===== config.mk =====
export PLATFORM = sky130hd
export DESIGN_NAME = sort_sched
export DESIGN_NICKNAME = d
export VERILOG_FILES = /design/src/rtl/sort_sched.sv
export SDC_FILE = /design/constraint.sdc
export NUM_CORES = 1
export LEC_CHECK = 0
export BUFFER_PORTS_ARGS = -buffer_cell sky130_fd_sc_hd__buf_2
export CORE_ASPECT_RATIO = 1.75
export CORE_MARGIN = 2
export CORE_UTILIZATION = 48
export DETAILED_ROUTE_END_ITERATION = 8
export GPL_TIMING_DRIVEN = 0
export PLACE_DENSITY = 0.75
export SKIP_LAST_GASP = 1
export SYNTH_ARGS = -nofsm -noshare
export SYNTH_HDL_FRONTEND = slang
export SYNTH_SLANG_ARGS = --single-unit

===== constraint.sdc =====
create_clock -name clk -period 1.8 [get_ports clk]
set_input_delay 0.18 -clock clk [delete_from_list [all_inputs] [get_ports clk]]
set_output_delay 0.18 -clock clk [all_outputs]
set_load 0.01 [all_outputs]

===== src/rtl/sort_sched.sv =====
// Sample-buffer write pointer and sort launch scheduler: fills the buffer, then
// launches one sort per HOP new samples and arbitrates buffer port B.
//
// state      | meaning
// -----------+--------------------------------------------------------------
// S_FILL     | buffer not yet full; counting first DEPTH samples
// S_WAIT_HOP | idle between sorts; launches when a hop is pending and port B is free
// S_LAUNCH   | one-cycle sort_dv pulse, window start captured in new_cnt
// S_SORTING  | sorter owns port B; watchdog running
module sort_sched #(
    parameter int DEPTH   = 1503,
    parameter int HOP     = 500,
    parameter int TIMEOUT = 8191
) (
    input  logic        clk,
    input  logic        reset,
    input  logic        sample_dv,
    output logic        wr_en,
    output logic [10:0] wr_addr,
    output logic        sort_dv,
    output logic [11:0] new_cnt,
    input  logic        sort_done,
    input  logic [10:0] sort_addr,
    input  logic        fd_req,
    input  logic [10:0] fd_addr,
    output logic        fd_gnt,
    output logic [10:0] ram_addr_b,
    output logic        busy,
    output logic        overrun,
    output logic        timeout_err,
    output logic [15:0] win_cnt
);

    localparam int FILL_W = $clog2(DEPTH + 1);
    localparam int HOP_W  = $clog2(HOP + 1);
    localparam int WD_W   = $clog2(TIMEOUT + 1);

    localparam logic [10:0]       PTR_LAST  = 11'(DEPTH - 1);
    localparam logic [FILL_W-1:0] FILL_LAST = FILL_W'(DEPTH - 1);
    localparam logic [HOP_W-1:0]  HOP_LAST  = HOP_W'(HOP - 1);
    localparam logic [WD_W-1:0]   WD_LAST   = WD_W'(TIMEOUT - 1);

    typedef enum logic [1:0] {
        S_FILL     = 2'd0,
        S_WAIT_HOP = 2'd1,
        S_LAUNCH   = 2'd2,
        S_SORTING  = 2'd3
    } state_t;

    state_t            state;
    state_t            state_nxt;
    logic [10:0]       wr_ptr;
    logic [10:0]       wr_ptr_nxt;
    logic [FILL_W-1:0] fill_cnt;
    logic [HOP_W-1:0]  hop_cnt;
    logic [WD_W-1:0]   wd_cnt;
    logic              pending;
    logic              fill_done;
    logic              hop_active;
    logic              hop_hit;
    logic              sort_ok;
    logic              wd_expire;

    always_ff @(posedge clk) begin
        if (reset) begin
            state <= S_FILL;
        end else begin
            state <= state_nxt;
        end
    end

    always_comb begin
        state_nxt  = state;
        wr_ptr_nxt = wr_ptr;
        if (sample_dv) begin
            wr_ptr_nxt = (wr_ptr == PTR_LAST) ? 11'd0 : wr_ptr + 11'd1;
        end

        fill_done  = (state == S_FILL) && sample_dv && (fill_cnt == FILL_LAST);
        hop_active = (state == S_WAIT_HOP) || (state == S_SORTING);
        hop_hit    = hop_active && sample_dv && (hop_cnt == HOP_LAST);
        sort_ok    = (state == S_SORTING) && sort_done;
        // A sort_done arriving on the expiry cycle takes precedence over the abort.
        wd_expire  = (state == S_SORTING) && !sort_done && (wd_cnt == WD_LAST);

        case (state)
            S_FILL: begin
                if (fill_done) begin
                    state_nxt = fd_req ? S_WAIT_HOP : S_LAUNCH;
                end
            end
            S_WAIT_HOP: begin
                if (pending && !fd_req) begin
                    state_nxt = S_LAUNCH;
                end
            end
            S_LAUNCH: begin
                state_nxt = S_SORTING;
            end
            S_SORTING: begin
                if (sort_ok || wd_expire) begin
                    state_nxt = S_WAIT_HOP;
                end
            end
            default: begin
                state_nxt = S_FILL;
            end
        endcase

        wr_en      = sample_dv;
        wr_addr    = wr_ptr;
        sort_dv    = (state == S_LAUNCH);
        busy       = (state == S_LAUNCH) || (state == S_SORTING);
        fd_gnt     = 1'b0;
        ram_addr_b = sort_addr;
        if ((state == S_FILL) || (state == S_WAIT_HOP)) begin
            fd_gnt     = fd_req;
            ram_addr_b = fd_req ? fd_addr : sort_addr;
        end
    end

    always_ff @(posedge clk) begin
        if (reset) begin
            wr_ptr      <= '0;
            fill_cnt    <= '0;
            hop_cnt     <= '0;
            wd_cnt      <= '0;
            pending     <= 1'b0;
            overrun     <= 1'b0;
            timeout_err <= 1'b0;
            win_cnt     <= '0;
            new_cnt     <= '0;
        end else begin
            wr_ptr <= wr_ptr_nxt;

            if ((state == S_FILL) && sample_dv) begin
                fill_cnt <= fill_done ? '0 : fill_cnt + 1'b1;
            end

            if (hop_active && sample_dv) begin
                hop_cnt <= hop_hit ? '0 : hop_cnt + 1'b1;
            end

            // Buffer filled while the secondary reader holds port B: defer as a pending launch.
            if (state == S_LAUNCH) begin
                pending <= 1'b0;
            end else if (hop_hit || (fill_done && fd_req)) begin
                pending <= 1'b1;
            end

            overrun <= hop_hit && pending && !overrun;

            if ((state == S_SORTING) && (state_nxt == S_SORTING)) begin
                wd_cnt <= wd_cnt + 1'b1;
            end else begin
                wd_cnt <= '0;
            end

            timeout_err <= wd_expire;

            if (sort_ok) begin
                win_cnt <= win_cnt + 16'd1;
            end

            // Capture the pointer the launch cycle will present, so new_cnt is valid with sort_dv.
            if (state_nxt == S_LAUNCH) begin
                new_cnt <= {1'b0, wr_ptr_nxt};
            end
        end
    end

endmodule


==> out/metrics.yaml <==
setup_path:
  worst_r2r_startpoint: "fill_cnt[0]$_SDFFE_PP0P_"
  worst_setup_path_startpoint: "fill_cnt[0]$_SDFFE_PP0P_"
  r2r_end: "new_cnt[1]$_SDFFE_PP0N_"
  worst-r2r-setup-slack_ps: -110
  critPathArrivalTime_ps: 2130
  path_max_fanout: 8
  worst_setup_path_start_kind: "register"
  timing.critical_path.to: "new_cnt[1]$_SDFFE_PP0N_"
  cp_data_required_time_ps: 2020
  r2r.worst_path.cells: 6
  worst_setup_path_end_kind: "register"
  timing.setup.critical_path_class: "register to register"
placement:
  pre_cts_setup_slack_ps: -380.0
  globalplace.congestion: 0.8682
  post_dp_cell_area_um2: 4165
  detailedPlacementHpwl_mm: 6.228
  buffer_ports.inserted: 80
die:
  die_w_um: 69.88
  floorplan.die_area_um2: 8336
  ios: 83
  chipHeight_um: 119.3
  num_rows: 42
  start_util_pct: 48.86
  core_region_area_um2: 7462
min_path:
  hp-class: "input pin to register"
finish:
  layout.cells.most_common_list: "sky130_fd_sc_hd__buf_2 (82), sky130_fd_sc_hd__dfxtp_1 (71), sky130_fd_sc_hd__nor2_1 (56)"
  final_core_util_pct: 62.49
  fillerInstances: 634
  nets: 544
  antennaDiodeCount: 0
  areaGrowthSynthToFinish_pct: 27.90
  final_common_cell: "sky130_fd_sc_hd__buf_2"
  layout-drive-gt1-share_pct: 31.71
  layout.cell_area.non_filler_um2: 4663
grt:
  gr-usage-all-layers_pct: 20.28
  grt_antenna_before_repair: 0
  grt_max_degree: 13
  first_global_vias: 3112
  grt.overflow.total: 0
  grt_pass1_wl_mm: 13.89
cts:
  clock_tree.buffer_depth: 2
  htreeDepth: 3
  cts.hold.buffers_added: 0
  cts_tree: "built"
  clock_tree.root_cell: "sky130_fd_sc_hd__clkbuf_16"
  path_clk_slew_ps: 60
  cts_sinks: 76
  cts-buffers-inserted: 9
  clk_latency_ps: 330
sta:
  rsz0062_at_grt: "yes"
  final-setup-viol-count: 29
  min_period_over_period_pct: 106.3
  achievable-frequency_mhz: 522.8
  timing.final.hold_violations: 0
  postLayoutSetupSlackWorst_ps: -112.7
  hold-worst-slack_ps: 97.63
  timing.final.max_slew_violations: 0
  worst_slew_pin_tran_ps: 618.3
  fin_skew_ps: 8.120
  maxSlewHeadroom_pct: 58.78
  setup_total_negative_slack_ps: -1807
  final_period_minus_worst_setup_slack_ps: 1913
run_status:
  outcome: "finished, violations left"
  violations: "negative setup slack"
synthesis:
  synth_area_per_cell_um2: 8.871
  synth.yosys.seq_area_share_pct: 41.73
  synthCells: 411
  count_of_yosys_warnings_during_synthesis: 0
  yosysUniqueCellTypes: 48
  dominant_register_cell_in_the_synthesized_netlist: "sky130_fd_sc_hd__dfxtp_1"
  syn_area_um2: 3646
  netlist.top_cell.by_area: "sky130_fd_sc_hd__dfxtp_1"
  top_cells_by_area_in_the_synthesized_netlist: "sky130_fd_sc_hd__dfxtp_1 (42%), sky130_fd_sc_hd__nor2_1 (5.8%), sky130_fd_sc_hd__xnor2_1 (5.8%)"
  synthArstFlopShare_pct: 0
  synth.ff_latch_count: 76
  share_of_yosys_cell_area_claimed_by_the_top_area_cell_type_pct: 41.73
  count_of_flip_flops_with_a_built_in_enable_after_synthesis: 0
  syn-num-nets: 446
drt:
  detail_route.first_pass.iterations: 4
  drt-total-wl_mm: 8.601
  drt-wirelength-per-cell_um: 14.29
  avgViaCountPerCell: 5.512
  drt_iter0_drc: 147
  drtAntennaViolNets: 0
  drc_errors: 0
  detailroute.via_count: 3318
flow_run:
  cap_viol_max_count: 0
power_and_ir_drop:
  max-vdd-ir-drop_v: 0.0005412
  power.leakage_nw: 1.882
  power.density_cell_area_nw_per_um2: 802.6
[area by class of cell]
class	instances	area, µm²	share of cell area (%)
clock buffers	12	256.5	5.500
well taps	88	110.1	2.361
repair buffers	90	479.2	10.28
clock inverters	4	47.55	1.020
flip-flops and latches	76	1533	32.87
multi-input cells	303	2103	45.10
inverters	14	52.55	1.127
plain buffers	15	81.33	1.744
[synthesized netlist by cell type, drive strengths merged, types with 2 or more instances]
cell,count
a21oi,16
nand3b,2
and3,5
dfxtp,76
nor3,9
xnor2,24
a211oi,7
nor4,11
o311ai,2
inv,14
nand4b,2
a311oi,3
a22o,2
nor2,56
nand4,16
nor2b,9
nand2,28
o21ai,5
xor2,15
or3,8
o41ai,4
o31ai,2
mux2,18
and4,4
buf,10
clkbuf,9
and2,9
or2,5
or4,4
ha,8
nand3,16
nand2b,2
[sequential cells by signal (all words and copies together), names as in the netlist]
name	cells
wd_cnt	13
wr_addr	11
overrun	1
timeout_err	1
new_cnt	11
state	2
win_cnt	16
pending	1
fill_cnt	11
hop_cnt	9
[cells by family after synthesis]
logic type / after synthesis / share of synthesized area, %
adder cells (fa/ha/maj): 8 / 2.745
AO/OA/AOI/OAI: 46 / 9.232
XOR/XNOR: 39 / 9.369
multiplexers: 18 / 5.559
buffers and inverters: 33 / 3.809
flip-flops: 76 / 41.73
other: 1 / 0.1029
AND/OR/NAND/NOR: 190 / 27.45
[what timing repair did]
item	CTS	global route
setup endpoints to repair	56	62
gates resized for setup	16	24
buffers inserted	5	4
gates cloned	0	2
pin swaps	7	4
[per-stage QoR]
stage	cells	total power, mW
final	602	3.743
after global placement	579	1.940
after global routing	602	3.849
after detailed placement	579	1.945
after floorplan	411	1.860
after CTS	600	3.753
[metal layers]
metal | GRT usage (%) | share of wire (%) | vias up
li1 | - | - | 1641
met1 | 22.58 | 41 | 1608
met2 | 36.43 | 55 | 55
met3 | 4.146 | 2.6 | 14
met4 | 9.135 | 1.5 | 0
met5 | 0 | 0 | -
[worst min-delay path by stage]
stage	from	to	slack [ps]	depth (start not counted)
floorplan	sort_done	timeout_err$_SDFF_PP0_	260	1
global placement	overrun$_SDFF_PP0_	overrun$_SDFF_PP0_	430	1
detailed placement	sort_done	timeout_err$_SDFF_PP0_	430	2
CTS	sort_done	timeout_err$_SDFF_PP0_	80	2
global route	sort_done	timeout_err$_SDFF_PP0_	120	2
finish	sort_done	timeout_err$_SDFF_PP0_	100	2
[report_power, final]
group          internal, mW  leakage [nW]  switching, mW  total, mW
sequential             1.69         0.615         0.0178       1.71
combinational         0.102          1.12          0.114      0.216
clock                  1.14         0.149          0.671       1.81
[critical path, cell delays in order (launching register included)]
cell and delay [ps]:
sky130_fd_sc_hd__dfxtp_4 340, sky130_fd_sc_hd__inv_2 60, sky130_fd_sc_hd__ha_4 120, sky130_fd_sc_hd__or4bb_4 480, sky130_fd_sc_hd__o41ai_4 310, sky130_fd_sc_hd__nand2_4 160, sky130_fd_sc_hd__mux2_4 340
(Power assumes the default switching activity.)
